### config.mk
export PLATFORM = sky130hd
export DESIGN_NAME = sd_block_writer
export DESIGN_NICKNAME = d
export VERILOG_FILES = /design/src/rtl/sd_block_writer_pkg.sv /design/src/rtl/sd_block_writer_xfer.sv /design/src/rtl/sd_block_writer.sv
export SDC_FILE = /design/constraint.sdc
export NUM_CORES = 1
export LEC_CHECK = 0
export BUFFER_PORTS_ARGS = -buffer_cell sky130_fd_sc_hd__buf_2
export CORE_ASPECT_RATIO = 0.6
export CORE_MARGIN = 2
export CORE_UTILIZATION = 29
export DETAILED_ROUTE_END_ITERATION = 7
export PLACE_DENSITY_LB_ADDON = 0.1
export SYNTH_ARGS = -nofsm -noshare
export SYNTH_HDL_FRONTEND = slang
export SYNTH_SLANG_ARGS = --single-unit
### constraint.sdc
create_clock -name clk -period 2.4 [get_ports clk]
set_input_delay 0.24 -clock clk [delete_from_list [all_inputs] [get_ports clk]]
set_output_delay 0.24 -clock clk [all_outputs]
set_load 0.01 [all_outputs]
### src/rtl/sd_block_writer_pkg.sv
// Shared constants, error codes and FSM encoding for the SPI-mode SD block writer.
package sd_block_writer_pkg;

  localparam logic [7:0] Cmd24Byte  = 8'h58;
  localparam logic [7:0] StartToken = 8'hFE;
  localparam logic [7:0] FillByte   = 8'hFF;
  localparam logic [4:0] DrespOk    = 5'h05;

  localparam logic [2:0] ErrNone        = 3'd0;
  localparam logic [2:0] ErrR1Timeout   = 3'd1;
  localparam logic [2:0] ErrR1Bad       = 3'd2;
  localparam logic [2:0] ErrRejected    = 3'd3;
  localparam logic [2:0] ErrBusyTimeout = 3'd4;

  typedef enum logic [3:0] {
    StIdle, StCmd, StR1, StGap, StToken, StData, StCrc, StDresp, StBusy, StFin, StErr
  } wr_state_e;

  // Frame is FF, 58, addr[31:24..7:0], FF (dummy CRC) for idx 0..6.
  function automatic logic [7:0] cmd_byte(input logic [2:0] idx, input logic [31:0] addr);
    logic [7:0] b;
    case (idx)
      3'd1:    b = Cmd24Byte;
      3'd2:    b = addr[31:24];
      3'd3:    b = addr[23:16];
      3'd4:    b = addr[15:8];
      3'd5:    b = addr[7:0];
      default: b = FillByte;
    endcase
    return b;
  endfunction

endpackage

### src/rtl/sd_block_writer_xfer.sv
// SPI mode-0 byte engine: shifts one byte out on mosi and in from miso, MSB first.
module spi_byte_xfer #(
  parameter int unsigned SCK_HALF = 4
) (
  input  logic       clk,
  input  logic       rst,
  input  logic       start,
  input  logic [7:0] tx,
  input  logic       miso,
  output logic [7:0] rx,
  output logic       done,
  output logic       busy,
  output logic       sclk,
  output logic       mosi
);

  logic        active_q;
  logic [15:0] div_q;
  logic [2:0]  bit_q;
  logic [7:0]  sh_q;
  logic [7:0]  rx_q;
  logic        sclk_q;
  logic        done_q;
  logic        half_end;

  assign half_end = (div_q == 16'(SCK_HALF - 1));

  always_ff @(posedge clk) begin
    if (rst) begin
      active_q <= 1'b0;
      div_q    <= '0;
      bit_q    <= '0;
      sh_q     <= 8'hFF;
      rx_q     <= '0;
      sclk_q   <= 1'b0;
      done_q   <= 1'b0;
    end else begin
      done_q <= 1'b0;
      if (!active_q) begin
        if (start) begin
          active_q <= 1'b1;
          sh_q     <= tx;
          div_q    <= '0;
          bit_q    <= '0;
          sclk_q   <= 1'b0;
        end
      end else if (!half_end) begin
        div_q <= div_q + 16'd1;
      end else begin
        div_q <= '0;
        if (!sclk_q) begin
          sclk_q <= 1'b1;
          rx_q   <= {rx_q[6:0], miso};
        end else begin
          // Ones shift in behind the data so mosi settles high after the last bit.
          sclk_q <= 1'b0;
          sh_q   <= {sh_q[6:0], 1'b1};
          bit_q  <= bit_q + 3'd1;
          if (bit_q == 3'd7) begin
            active_q <= 1'b0;
            done_q   <= 1'b1;
          end
        end
      end
    end
  end

  assign rx   = rx_q;
  assign done = done_q;
  assign busy = active_q;
  assign sclk = sclk_q;
  assign mosi = sh_q[7];

endmodule

### src/rtl/sd_block_writer.sv
// CMD24 single-block write engine: command, R1, token, 512 data bytes, response, busy wait.
module sd_block_writer
  import sd_block_writer_pkg::*;
#(
  parameter int unsigned SCK_HALF     = 4,
  parameter int unsigned R1_TRIES     = 8,
  parameter int unsigned BUSY_TIMEOUT = 65535
) (
  input  logic        clk,
  input  logic        rst,
  input  logic        wr_req,
  input  logic [31:0] block_addr,
  output logic        wr_busy,
  output logic        wr_done,
  output logic        wr_err,
  output logic [2:0]  err_code,
  output logic [8:0]  buf_addr,
  input  logic [7:0]  buf_data,
  output logic        cs,
  output logic        sclk,
  output logic        mosi,
  input  logic        miso
);

  wr_state_e   state_q, state_d;
  logic [9:0]  cnt_q, cnt_d;
  logic [15:0] poll_q, poll_d;
  logic [31:0] addr_q, addr_d;
  logic [7:0]  tx_q, tx_d;
  logic        start_q, start_d;
  logic [8:0]  buf_addr_q, buf_addr_d;
  logic [2:0]  err_code_q, err_code_d;
  logic [7:0]  pref_q;
  logic [7:0]  xfer_rx;
  logic        xfer_done;
  logic        xfer_busy;
  logic        poll_last_r1;
  logic        poll_last_busy;

  spi_byte_xfer #(
    .SCK_HALF(SCK_HALF)
  ) u_xfer (
    .clk  (clk),
    .rst  (rst),
    .start(start_q),
    .tx   (tx_q),
    .miso (miso),
    .rx   (xfer_rx),
    .done (xfer_done),
    .busy (xfer_busy),
    .sclk (sclk),
    .mosi (mosi)
  );

  assign poll_last_r1   = (32'(poll_q) + 32'd1) >= R1_TRIES;
  assign poll_last_busy = (32'(poll_q) + 32'd1) >= BUSY_TIMEOUT;

  always_comb begin
    state_d    = state_q;
    cnt_d      = cnt_q;
    poll_d     = poll_q;
    addr_d     = addr_q;
    tx_d       = tx_q;
    start_d    = 1'b0;
    buf_addr_d = buf_addr_q;
    err_code_d = err_code_q;
    wr_done    = 1'b0;
    wr_err     = 1'b0;
    if (state_q == StIdle) begin
      if (wr_req) begin
        state_d    = StCmd;
        addr_d     = block_addr;
        err_code_d = ErrNone;
        cnt_d      = '0;
        buf_addr_d = '0;
        tx_d       = FillByte;
        start_d    = 1'b1;
      end
    end else if (xfer_done) begin
      // Every state except FIN/ERR launches another byte, 0xFF unless overridden.
      start_d = 1'b1;
      tx_d    = FillByte;
      cnt_d   = cnt_q + 10'd1;
      unique case (state_q)
        StCmd: begin
          if (cnt_q == 10'd6) begin
            state_d = StR1;
            poll_d  = '0;
          end else begin
            tx_d = cmd_byte(cnt_q[2:0] + 3'd1, addr_q);
          end
        end
        StR1: begin
          if (!xfer_rx[7]) begin
            if (xfer_rx == 8'h00) begin
              state_d = StGap;
            end else begin
              state_d    = StErr;
              err_code_d = ErrR1Bad;
            end
          end else if (poll_last_r1) begin
            state_d    = StErr;
            err_code_d = ErrR1Timeout;
          end else begin
            poll_d = poll_q + 16'd1;
          end
        end
        StGap: begin
          state_d = StToken;
          tx_d    = StartToken;
        end
        StToken: begin
          state_d    = StData;
          cnt_d      = '0;
          tx_d       = pref_q;
          buf_addr_d = 9'd1;
        end
        StData: begin
          if (cnt_q == 10'd511) begin
            state_d = StCrc;
            cnt_d   = '0;
          end else begin
            tx_d       = pref_q;
            buf_addr_d = buf_addr_q + 9'd1;
          end
        end
        StCrc: begin
          if (cnt_q == 10'd1) state_d = StDresp;
        end
        StDresp: begin
          if (xfer_rx[4:0] == DrespOk) begin
            state_d = StBusy;
            poll_d  = '0;
          end else begin
            state_d    = StErr;
            err_code_d = ErrRejected;
          end
        end
        StBusy: begin
          if (xfer_rx == 8'hFF) begin
            state_d = StFin;
          end else if (poll_last_busy) begin
            state_d    = StErr;
            err_code_d = ErrBusyTimeout;
          end else begin
            poll_d = poll_q + 16'd1;
          end
        end
        StFin: begin
          start_d = 1'b0;
          wr_done = 1'b1;
          state_d = StIdle;
        end
        StErr: begin
          start_d = 1'b0;
          wr_err  = 1'b1;
          state_d = StIdle;
        end
        default: ;
      endcase
    end
  end

  always_ff @(posedge clk) begin
    if (rst) begin
      state_q    <= StIdle;
      cnt_q      <= '0;
      poll_q     <= '0;
      addr_q     <= '0;
      tx_q       <= FillByte;
      start_q    <= 1'b0;
      buf_addr_q <= '0;
      err_code_q <= ErrNone;
      pref_q     <= '0;
    end else begin
      state_q    <= state_d;
      cnt_q      <= cnt_d;
      poll_q     <= poll_d;
      addr_q     <= addr_d;
      tx_q       <= tx_d;
      start_q    <= start_d;
      buf_addr_q <= buf_addr_d;
      err_code_q <= err_code_d;
      // SRAM data for the next byte settles long before the current byte ends.
      if (xfer_busy) pref_q <= buf_data;
    end
  end

  assign wr_busy  = (state_q != StIdle);
  assign cs       = (state_q == StIdle) || (state_q == StFin) || (state_q == StErr);
  assign err_code = err_code_q;
  assign buf_addr = buf_addr_q;

endmodule
; Yosys cells after proc, flatten, opt, wreduce, memory -nomap -nowiden
; Index checks and enable logic that the tools add are counted.
[op_classes]
add_sub_neg = 7
order_cmp = 2
eq_ne = 41
n_mux = 78
n_bitwise = 4
n_reduce_logical = 22
[op_table]
columns = op, count
row1 = $mux 16, 9
row2 = $mux 8, 9
row3 = $pmux 16 s4, 1
row4 = $mux 4, 11
row5 = $mux 10, 4
row6 = $pmux 8 s5, 1
row7 = $mux 3, 13
row8 = $mux 9, 4
row9 = $pmux 4 s9, 1
row10 = $add 16x1->16 const B, 2
row11 = $ge 32x4->1 const B, 1
row12 = $pmux 8 s4, 1
row13 = $ne 3x3->1 const B, 7
row14 = $mux 1, 20
row15 = $pmux 10 s2, 1
row16 = $pmux 9 s2, 1
row17 = $add 16x1->17 const B, 1
row18 = $ge 17x16->1 const B, 1
row19 = $eq 16x2->1 const B, 1
row20 = $eq 4x3->1 const B, 4
row21 = $ne 2x2->1 const B, 8
row22 = $reduce_and 8->1, 2
row23 = $eq 4x4->1 const B, 3
row24 = $reduce_bool 4->1, 3
row25 = other kinds (31), 45
[totals]
regBits = 129
in_bits = 44
word_cells = 170

; Logic depth before layout (Yosys ltp)
[depth]
depth_word = 7
depth_mapped = 10
ltp_nobuf = 9

; By module
; Synthesis repeated with hierarchy kept, for this count alone.
[unflattened]
cells_unflattened = 871
hier_area_um2 = 6977.9
[by_module_without_submodules]
columns = module, n_inst, cells_each, area_each_um2, seq_area_each_um2
row1 = sd_block_writer, 1, 657, 5082.4, 1821.7
row2 = spi_byte_xfer, 1, 214, 1895.6, 760.7

; Worst setup path before layout
; OpenSTA, ideal clock, no wires.
[synth_timing]
path_kind = register to register
from = register poll_q[0]
to = register state_q[2]
setup_time_ps = 74
arrival_time_ps = 2428
required_ps = 2326
slack_ps = -103
stages_incl_launch_ff = 9
n_path_buf = 0
period_less_slack_ps = 2503
cell_sequence = dfxtp_1 -> ha_1 -> nand3_2 -> o41a_1 -> a31oi_1 -> nor4bb_1 -> a211o_1 -> or4_1 -> a31oi_1
[synth_via]
elab_chain_len = 4
elab_cells_between_ends = 6
[synth_lines]
columns = element, line
row1 = "start, declared", sd_block_writer.sv:27  ; logic [15:0] poll_q, poll_d;
row2 = "start signal, assigned", sd_block_writer.sv:178  ; poll_q <= poll_d;
row3 = $add 16x1->17 *, "sd_block_writer.sv:55, sd_block_writer.sv:56"
row4 = $ge 32x4->1 or $ge 17x16->1 (tied branches), "sd_block_writer.sv:55, sd_block_writer.sv:56"
row5 = $ne 4x4->1 (no line), --
row6 = $reduce_and 8->1 (no line) *, --
row7 = "end signal, assigned", sd_block_writer.sv:166  ; state_q <= StIdle;
row8 = "end signal, assigned", sd_block_writer.sv:176  ; state_q <= state_d;
row9 = "end, declared", sd_block_writer.sv:25  ; wr_state_e state_q, state_d;
; Every way passes the cells marked *; elsewhere a longest branch is shown, timed or not.
; A chain may end at the register's enable or synchronous reset.

; Final worst setup path
[layout_timing]
from = register cnt_q[9]
to = register poll_q[1]
[layout_via]
elab_chain_len = 3
[layout_lines]
columns = element, line
row1 = "start, declared", sd_block_writer.sv:26  ; logic [9:0] cnt_q, cnt_d;
row2 = "start signal, assigned", sd_block_writer.sv:177  ; cnt_q <= cnt_d;
row3 = $eq 10x3->1, sd_block_writer.sv:86  ; if (cnt_q == 10'd6) begin
row4 = $ne 2x2->1 (no line), --
row5 = $reduce_and 9->1 (no line), --
; No other way between the ends.

==> summary.md <==
| Metric | Value |
|---|---|
| Status | `finished, violations left` |
| Failing checks | `setup timing` |
| PortBufs | `61` |
| EDFF count, synth | `0` |
| Drt pass-1 iters | `5` |
| Post-synth top area share | `37.6%` |
| Cells after synthesis | `860` |
| Global router's overall resource usage | `19.0%` |
| Worst Hold Slack | `0.0385 ns` |
| PwrDens | `814 nW/µm²` |
| Rel. slew slack | `51.4%` |
| RSZ-0062 raised after global routing | `yes` |
| Routed wire per std cell | `17.5 µm` |
| CP Launch Type | `flip-flop` |
| Fmax | `404 MHz` |
| Total number of yosys warnings | `0` |
| First-pass GRT wire length | `36700 µm` |
| Grt total ovfl | `0` |
| Syn Std Cell Area | `6870 µm²` |
| TritonCTS Buffers | `17` |
| Final hold violations | `0` |
| Seq/Total Area, Yosys | `37.6%` |
| Register area | `2630 µm²` |
| Hold Path Origin | `block_addr[31]` |
| Clock sink total | `129` |
| Max-cap violation count | `0` |
| Placer Congestion | `0.861` |
| Area contributors post-synth | `dfxtp_1 (38%), nand2_1 (6.2%), a21oi_1 (6.1%)` |
| Leakage | `3.78 nW` |
| Layout cells sized above 1 | `35.1%` |
| Top cell type by total area after synthesis | `dfxtp_1` |
| Starting DRT DRC Count | `558` |
| Core ar. | `23200 µm²` |
| DPL Wire Length | `16600 µm` |
| Row cnt | `43` |
| Vias in the first global route | `6383` |
| Root Buffer | `clkbuf_16` |
| Async S/R FF share, synth | `0%` |
| Final Max Slew Viols | `0` |
| Layout filler cell count | `2350` |
| DRC viols | `0` |
| Post-synth cell types | `76` |
| CP Capture Type | `flip-flop` |
| Vias per inst | `5.13` |
| Mapped Avg Cell Area | `7.99 µm²` |
| Effective utilization at floorplan | `29.6%` |
| Clock tree buffer depth | `2` |
| H-tree Lvls | `4` |
| Crit. Startpoint | `cnt_q[9]` |
| Final ANT Viol Nets | `0` |
| Fin crit share | `103%` |
| I/O Pins | `62` |
| Total Wirelength | `24100 µm` |
| CP Class | `reg -> reg` |
| Diodes inserted | `0` |
| CTS tree | `yes` |
| #FFs+latches synth | `129` |
| Multi-input logic area | `4560 µm²` |
| Net Count, Synth | `916` |
| Post-synth top cells | `dfxtp_1 (129), nand2_1 (114), nor2_1 (91)` |
| Final #Nets | `1104` |
| Count leader, synth | `dfxtp_1` |
| VDD IR-drop max | `0.561 mV` |
| Chip height | `123 µm` |
| Die Wd | `203 µm` |
| Die ar. | `25000 µm²` |
| Initial antenna violation count | `0` |
| Max Clock Skew | `0.0195 ns` |
| Minimum clock period | `2.48 ns` |
| Later-pin clock latency in the skew report | `0.44 ns` |
| Area grow syn2layout | `43.9%` |
| Final worst slack | `-0.0781 ns` |
| Hold Crit Class | `in -> reg` |
| Tot Pwr | `0.00805 W` |
| Clk slew on worst S/H paths | `0.07 ns` |
| Worst Tran Pin Value | `0.728 ns` |
| Crit-path max FO | `7` |
| RR Startpoint | `cnt_q[9]` |
| Largest net degree at the start of global routing | `50` |
| DR vias | `7063` |
| Critical Path RT | `2.70 ns` |
| Setup violations, final | `12` |
| Hold Buf Count CTS | `0` |
| CP arrival | `2.78 ns` |
| Leading register cell type out of synthesis | `dfxtp_1` |
-- placed cells by master (no fill, tap or decap), types with 16 or more instances in the layout --
| cell type | netlist | final |
|---|---|---|
| o21ai_0 | 41 | 38 |
| buf_4 | 2 | 142 |
| nor2_1 | 91 | 88 |
| dfxtp_1 | 129 | 111 |
| buf_2 | 7 | 60 |
| buf_6 | 2 | 17 |
| nand3_1 | 24 | 22 |
| inv_1 | 16 | 16 |
| nand2_1 | 114 | 114 |
| mux2i_1 | 27 | 26 |
| a21oi_1 | 84 | 78 |
| a22oi_1 | 22 | 22 |
| clkbuf_16 | 0 | 18 |
| nand4_1 | 22 | 22 |
-- worst max-delay path, stage by stage (launching register included) --
cell and delay (ns):
dfxtp_2 0.33, nor4_2 0.27, buf_4 0.16, nand4_1 0.10, buf_4 0.16, o32ai_2 0.23, buf_4 0.19, a2111oi_4 0.05
a21o_4 0.24, buf_12 0.15, buf_12 0.13, o31ai_4 0.24, a21oi_1 0.09
-- path summary, 6_finish.rpt --
check	end	slack, ns	cells after the start
hold reg to reg	addr_q[31]	0.46	2
setup reg to reg	poll_q[1]	-0.08	12
hold / removal	addr_q[31]	0.04	3
setup / recovery	poll_q[1]	-0.08	12
-- cells by family after synthesis --
group | count (synthesis) | share of synthesized area (%)
compound gates | 238 | 22.8
xor+xnor | 14 | 1.89
fa+ha+maj | 12 | 2.19
buf+inv | 75 | 4.55
flops | 129 | 37.6
mux | 33 | 4.92
simple gates | 359 | 26.1
-- metrics by stage --
| step | setup TNS (ns) | worst slack (ns) | utilization, % | cells | cell area, µm² |
|---|---|---|---|---|---|
| final | -0.412 | -0.0781 | 42.6 | 1376 | 9880 |
| after detailed placement | -1.88 | -0.170 | 36.4 | 1322 | 8440 |
| after global routing | -3.16 | -0.250 | 42.6 | 1376 | 9880 |
| after CTS | -0.221 | -0.0653 | 39.9 | 1359 | 9250 |
| after floorplan | 0 | 0.0434 | - | 860 | 6900 |
| after global placement | -2.47 | -0.202 | 36.4 | 1322 | 8440 |
-- timing repair --
item,4_1_cts,5_1_grt
cloned,0,3
resized for setup,44,90
pin swaps,14,41
setup endpoints to repair,21,28
setup buffers,5,14
-- registers in the layout (all words and copies together), names as in the netlist --
register and flops:
pref_q 8, u_xfer.sclk 1, err_code 3, tx_q 8, start_q 1, state_q 4
u_xfer.sh_q 8, u_xfer.busy 1, buf_addr 9, u_xfer.bit_q 3, cnt_q 10, poll_q 16
addr_q 32, u_xfer.div_q 16, u_xfer.done 1, u_xfer.rx 8
-- per-layer routing --
| layer | global-route usage [%] | routed length [µm] |
|---|---|---|
| met5 | 0 | 0 |
| met4 | 4.47 | 153 |
| met3 | 5.25 | 1600 |
| met2 | 23.6 | 9050 |
| met1 | 30.8 | 13300 |
-- area by class of cell --
type / count / area share [%]
multi-input cells: 658 / 46.1
clock buffers: 18 / 4.44
flip-flops and latches: 129 / 26.6
clock inverters: 14 / 1.56
inverters: 19 / 0.722
repair buffers: 223 / 16.6
well taps: 315 / 3.99
-- power by group --
part | internal [W] | switching, W | total, W
Clock | 0.00158 | 0.00112 | 0.00270
Sequential | 0.00232 | 0.000142 | 0.00247
Combinational | 0.00118 | 0.00170 | 0.00288
Total | 0.00508 | 0.00296 | 0.00805
No activity file was read; power rests on OpenSTA's default activity.
